$ cat src/rtl/gate_pkg.sv
// Purpose: shared types for the gate_accum block (operation modes, FSM states).
// Latency: n/a (types and pure helper functions only).
// Backpressure: n/a.
package gate_pkg;

  // Encoding matches the 2-bit mode input port directly.
  typedef enum logic [1:0] {
    MODE_AND  = 2'b00,
    MODE_OR   = 2'b01,
    MODE_XOR  = 2'b10,
    MODE_NAND = 2'b11
  } mode_t;

  typedef enum logic [1:0] {
    ST_IDLE  = 2'b00,
    ST_ACCUM = 2'b01,
    ST_DONE  = 2'b10
  } state_t;

  // NAND accumulates as AND; the inversion is applied once, when the result
  // is published, so the reduction and accumulation only ever see the base op.
  function automatic mode_t base_op(mode_t m);
    return (m == MODE_NAND) ? MODE_AND : m;
  endfunction

  // True when the published result must be bitwise inverted.
  function automatic logic is_inverting(mode_t m);
    return (m == MODE_NAND);
  endfunction

endpackage

$ cat src/rtl/gate_reduce.sv
// Purpose: combinational bitwise reduction of NCH operand channels with one base op.
// Latency: 0 cycles (pure combinational).
// Backpressure: none; output follows inputs.
//
// Ports:
//   op  in  mode_t        operation; NAND is reduced as AND (inversion done by caller)
//   A   in  NCH*WIDTH     operand channels, channel k at [k*WIDTH +: WIDTH]
//   f   out WIDTH         reduction of all channels
module gate_reduce
  import gate_pkg::*;
#(
  parameter int WIDTH = 8,
  parameter int NCH   = 2
) (
  input  mode_t                  op,
  input  logic [NCH*WIDTH-1:0]   A,
  output logic [WIDTH-1:0]       f
);

  mode_t eff_op;

  assign eff_op = base_op(op);

  // Channel 0 seeds the fold, so NCH=1 passes channel 0 straight through.
  always_comb begin
    f = A[WIDTH-1:0];
    for (int k = 1; k < NCH; k++) begin
      case (eff_op)
        MODE_OR:  f = f | A[k*WIDTH +: WIDTH];
        MODE_XOR: f = f ^ A[k*WIDTH +: WIDTH];
        default:  f = f & A[k*WIDTH +: WIDTH];
      endcase
    end
  end

endmodule

$ cat src/rtl/gate_accum.sv
// Purpose: folds len samples of NCH-channel bitwise reductions into one result Q.
// Latency: q_valid rises the cycle after the final sample is accepted.
// Backpressure: in_ready drops while a result waits in DONE; held until q_ready.
//
// Ports:
//   clk, rst      clock and synchronous active-high reset
//   mode, len     operation and samples-per-result, latched on the first sample
//   in_valid/in_ready/A   sample handshake and operand channels
//   Q/q_valid/q_ready     result handshake
//   count         samples accepted in the current transaction
module gate_accum
  import gate_pkg::*;
#(
  parameter int WIDTH = 8,
  parameter int NCH   = 2,
  parameter int LEN_W = 4
) (
  input  logic                  clk,
  input  logic                  rst,
  input  logic [1:0]            mode,
  input  logic [LEN_W-1:0]      len,
  input  logic                  in_valid,
  output logic                  in_ready,
  input  logic [NCH*WIDTH-1:0]  A,
  output logic [WIDTH-1:0]      Q,
  output logic                  q_valid,
  input  logic                  q_ready,
  output logic [LEN_W-1:0]      count
);

  localparam logic [LEN_W-1:0] ONE = LEN_W'(1);

  state_t           state_q,  state_d;
  mode_t            mode_q,   mode_d;
  logic [WIDTH-1:0] acc_q,    acc_d;
  logic [WIDTH-1:0] q_q,      q_d;
  logic [LEN_W-1:0] count_q,  count_d;
  logic [LEN_W-1:0] target_q, target_d;

  mode_t            red_op;
  logic [WIDTH-1:0] f;
  logic [WIDTH-1:0] acc_next;
  logic             accept;

  // The first sample must be reduced with the live mode input because
  // nothing has been latched yet; later samples use the latched mode so
  // mid-transaction mode changes have no effect.
  assign red_op = (state_q == ST_IDLE) ? mode_t'(mode) : mode_q;

  gate_reduce #(
    .WIDTH (WIDTH),
    .NCH   (NCH)
  ) u_reduce (
    .op (red_op),
    .A  (A),
    .f  (f)
  );

  function automatic logic [WIDTH-1:0] combine(mode_t op,
                                               logic [WIDTH-1:0] x,
                                               logic [WIDTH-1:0] y);
    case (base_op(op))
      MODE_OR:  return x | y;
      MODE_XOR: return x ^ y;
      default:  return x & y;
    endcase
  endfunction

  assign accept   = in_valid && (state_q != ST_DONE);
  assign acc_next = combine(mode_q, acc_q, f);

  always_comb begin
    state_d  = state_q;
    mode_d   = mode_q;
    acc_d    = acc_q;
    q_d      = q_q;
    count_d  = count_q;
    target_d = target_q;

    case (state_q)
      ST_IDLE: begin
        if (accept) begin
          mode_d   = mode_t'(mode);
          target_d = (len == '0) ? ONE : len;
          acc_d    = f;
          count_d  = ONE;
          if (target_d == ONE) begin
            state_d = ST_DONE;
            q_d     = is_inverting(mode_d) ? ~f : f;
          end else begin
            state_d = ST_ACCUM;
          end
        end
      end

      ST_ACCUM: begin
        if (accept) begin
          acc_d   = acc_next;
          // target never exceeds 2^LEN_W-1, so this increment cannot wrap.
          count_d = count_q + ONE;
          if (count_d == target_q) begin
            state_d = ST_DONE;
            q_d     = is_inverting(mode_q) ? ~acc_next : acc_next;
          end
        end
      end

      ST_DONE: begin
        // Q is deliberately left alone here: it stays visible in IDLE
        // until the next transaction publishes a new result.
        if (q_ready) begin
          state_d = ST_IDLE;
          count_d = '0;
        end
      end

      default: begin
        state_d = ST_IDLE;
        count_d = '0;
      end
    endcase
  end

  always_ff @(posedge clk) begin
    if (rst) begin
      state_q  <= ST_IDLE;
      mode_q   <= MODE_AND;
      acc_q    <= '0;
      q_q      <= '0;
      count_q  <= '0;
      target_q <= ONE;
    end else begin
      state_q  <= state_d;
      mode_q   <= mode_d;
      acc_q    <= acc_d;
      q_q      <= q_d;
      count_q  <= count_d;
      target_q <= target_d;
    end
  end

  // Outputs are decoded straight from flops, so they are glitch-free.
  assign in_ready = (state_q != ST_DONE);
  assign q_valid  = (state_q == ST_DONE);
  assign Q        = q_q;
  assign count    = count_q;

endmodule

$ cat config.mk
export PLATFORM = sky130hd
export DESIGN_NAME = gate_accum
export DESIGN_NICKNAME = d
export VERILOG_FILES = /design/src/rtl/gate_pkg.sv /design/src/rtl/gate_reduce.sv /design/src/rtl/gate_accum.sv
export SDC_FILE = /design/constraint.sdc
export NUM_CORES = 1
export LEC_CHECK = 0
export ABC_AREA = 1
export BUFFER_PORTS_ARGS = -buffer_cell sky130_fd_sc_hd__buf_2
export CORE_ASPECT_RATIO = 1.25
export CORE_UTILIZATION = 58
export DETAILED_ROUTE_END_ITERATION = 8
export PLACE_DENSITY = 0.9
export SLEW_MARGIN = 25
export SYNTH_ARGS = -nofsm -noshare
export SYNTH_HDL_FRONTEND = slang
export SYNTH_SLANG_ARGS = --single-unit
$ cat constraint.sdc
create_clock -name clk -period 2.89 [get_ports clk]
set_input_delay 0.4335 -clock clk [delete_from_list [all_inputs] [get_ports clk]]
set_output_delay 0.4335 -clock clk [all_outputs]
set_load 0.05 [all_outputs]
==> impl_metrics.csv <==
group,metric,value,unit
floorplan,dieArea,0.00470,sq mm
timing,setup_tns,0,ns
floorplan,floorplan.initialDensity,0.617,
cts,cts_inserted_buffers,3,
placement,place_hpwl,4.23,mm
setup_path,critPathMaxStageDelay,0.36,ns
setup_path,crit_type,"register to register",
synth,postSynthCellCount,400,
synth,netlist_area,0.00257,sq mm
placement,port_buffers,39,
final_layout,layout.nets,489,
cts,cts_tree,"yes",
final_layout,drive_gt1_frac,0.206,
floorplan,fp.dieW,61.5,microns
setup_path,cp_num_buf_inv,3,
setup_path,cpLargestDelayFamily,"simple AND/OR/NAND/NOR gates",
synth,synth_top_area_frac,0.218,
synth,synth_top_cell_by_area,"dfxtp_1",
cts,clk_pin_slew,0.10,ns
final_layout,area_growth,10.5,%
floorplan,ios,40,
synth,async_flop_share,0,
synth,synth_edf_count,0,
timing,fmax,373,MHz
global_routing,grt_overflow_total,0,
power,power_density,610,mW/mm^2
setup_path,start_kind,"register",
timing,finalHoldViolations,0,
setup_path,required,3.08,ns
timing,clock_skew,0.00226,ns
cts,clk_latency,0.28,ns
route,ant_nets,0,
setup_path,worst_ep_arrival_time,2.87,ns
global_routing,antenna_found_initial,0,
setup_path,r2r.worst_path.cells,17,
floorplan,core,0.00416,sq mm
route,finalWirelength,5.66,mm
placement,dp_slack,0.151,ns
run,cap_viol_max_count,0,
synth,synth_area_leaders,"dfxtp_1, ha_1, nand2_1, inv_1, nand3_1",
timing,setup_violations,0,
synth,synth-main-ff-cell,"dfxtp_1",
timing,fin_crit_sh,0.927,
timing,min_period,2.68,ns
route,drt_iter0_markers,139,
run_status,status,"completed",
synth,ys_warn_count,0,
power,peakVddDrop,0.000280,V
global_routing,grt_use_total,0.261,
synth,synth_nets,457,
final_layout,diodes,0,
timing,drv_slew,0,
cts,clock_path_buffers,2,
timing,rsz0062_at_grt,"false",
setup_path,slowest_stage,"dfxtp_2",
setup_path,critical_path_depth,17,
synth,synth_most_common_cell,"nand2_1",
setup_path,cp-end-kind,"register",
cts,clock-root-buffer,"clkbuf_8",
synth,synthTopCellsByCount,"nand2_1, inv_1, nand3_1, ha_1, dfxtp_1",
route,vias_per_cell,5.38,
synth,synth.distinct_cells,31,
route,route.detailed.drc,0,
floorplan,rows,26,
timing,slew_headroom,0.579,
synth,avgSynthCellArea,6.42,sq um
cts,htreeDepth,1,
synth,ys_ff_latch,28,
floorplan,dieHeight,76.4,microns
route,vias,2618,
power,leakage,1.54,nW
global_routing,grt_pass1_vias,2340,
global_routing,grt_max_degree,23,
setup_path,crit_path_max_fanout,16,
synth,ys_seq_area_frac,0.218,
min_path,hold_path_depth,2,
timing,setup_ws,0.211,ns
placement,gp_congestion,0.872,
cts,numClockSinks,28,
global_routing,grt_pass1_wl,9.76,mm
route,wl_per_cell,11.6,microns
setup_path,worstPathCellList,"inv_2, nand2_2, or2_2, o21ai_0, ha_1, inv_4, or2_2, nand2_1, inv_1, ha_1, or2_2, nand2_1, nand2_1, nand3_1, o21ai_0, nor2_1, nor2_1",
route,dr.pass1.iters,4,
timing,worstMarginPinSlew,0.631,ns
min_path,min_path_type,"input port to register",
==> metrics by stage <==
step,area (sq um),hold WS [ns],power (mW),util,instances
finish,2840,0.409,1.73,0.682,487
global route,2840,0.410,1.89,0.682,487
CTS,2830,0.406,1.71,0.680,487
detailed placement,2760,0.489,1.39,0.663,483
global placement,2760,0.481,1.35,0.663,483
floorplan,2570,0.466,1.22,-,400
==> logic make-up after synthesis <==
| logic type | Yosys count | synth area share |
|---|---|---|
| AOI/OAI and AO/OA | 73 | 0.163 |
| xor gates and xnor gates | 2 | 0.00682 |
| adders and majority gates | 31 | 0.151 |
| buffers and inverters | 88 | 0.144 |
| DFF | 28 | 0.218 |
| and+or+nand+nor | 178 | 0.317 |
==> repair_timing <==
action / in CTS / in global routing
endpoints found under the setup margin: 0 / 3
hold buffers: 0 / 0
gates resized for setup: 0 / 3
setup buffers: 0 / 0
hold endpoints to repair: 0 / 0
==> final timing paths <==
check,from,to,slack [ns]
hold reg to reg,count[3],count[3],0.51
setup / recovery,state_q[1],Q[7],0.21
hold / removal,rst,state_q[1],0.41
setup reg to reg,state_q[1],Q[7],0.21
==> worst register-to-register path: cells and delay by family (launching register included) <==
kind | cells | cell delay (ns)
fa+ha+maj | 2 | 0.39
simple gates | 10 | 1.39
flops | 1 | 0.36
buf+inv | 3 | 0.24
compound gates | 2 | 0.20
==> power by group <==
part	internal, mW	switching [mW]	leakage (nW)
Sequential	0.439	0.0410	0.231
Combinational	0.318	0.613	1.28
Clock	0.186	0.133	0.0357
Total	0.943	0.788	1.54
==> placed cells by master, fill, tap and decap left out, types with 10 or more instances in the layout <==
master / Yosys / routed
nand3_1: 33 / 33
a21oi_1: 25 / 25
a31oi_1: 10 / 10
ha_1: 31 / 30
buf_2: 4 / 39
o21ai_0: 26 / 26
inv_1: 70 / 70
dfxtp_1: 28 / 27
nand2_1: 99 / 99
or2_2: 16 / 16
nor2_1: 11 / 11
==> routing by layer <==
metal  global-route usage  vias to the layer above  part of all wire
met5                    0                        -                 0
li1                     -                     1331                 -
met2                0.462                      107              0.51
met4                0.104                        0             0.021
met1                0.307                     1166              0.41
met3               0.0238                       14             0.060
==> final cells by class <==
cell class | instances | area [sq um]
Clock buffer | 3 | 41.3
Clock inverter | 1 | 30.0
Fill cell | 402 | 1330
Inverter | 73 | 277
Multi-Input combinational cell | 284 | 1640
Sequential cell | 28 | 562
Tap cell | 56 | 70.1
Timing Repair Buffer | 42 | 218
==> sequential cells by signal, indices dropped and copies added, names as in the netlist <==
register / flops
Q: 8
mode_q: 2
count: 4
acc_q: 8
target_q: 4
state_q: 2
Note: power is estimated with default switching activity, not from simulation.
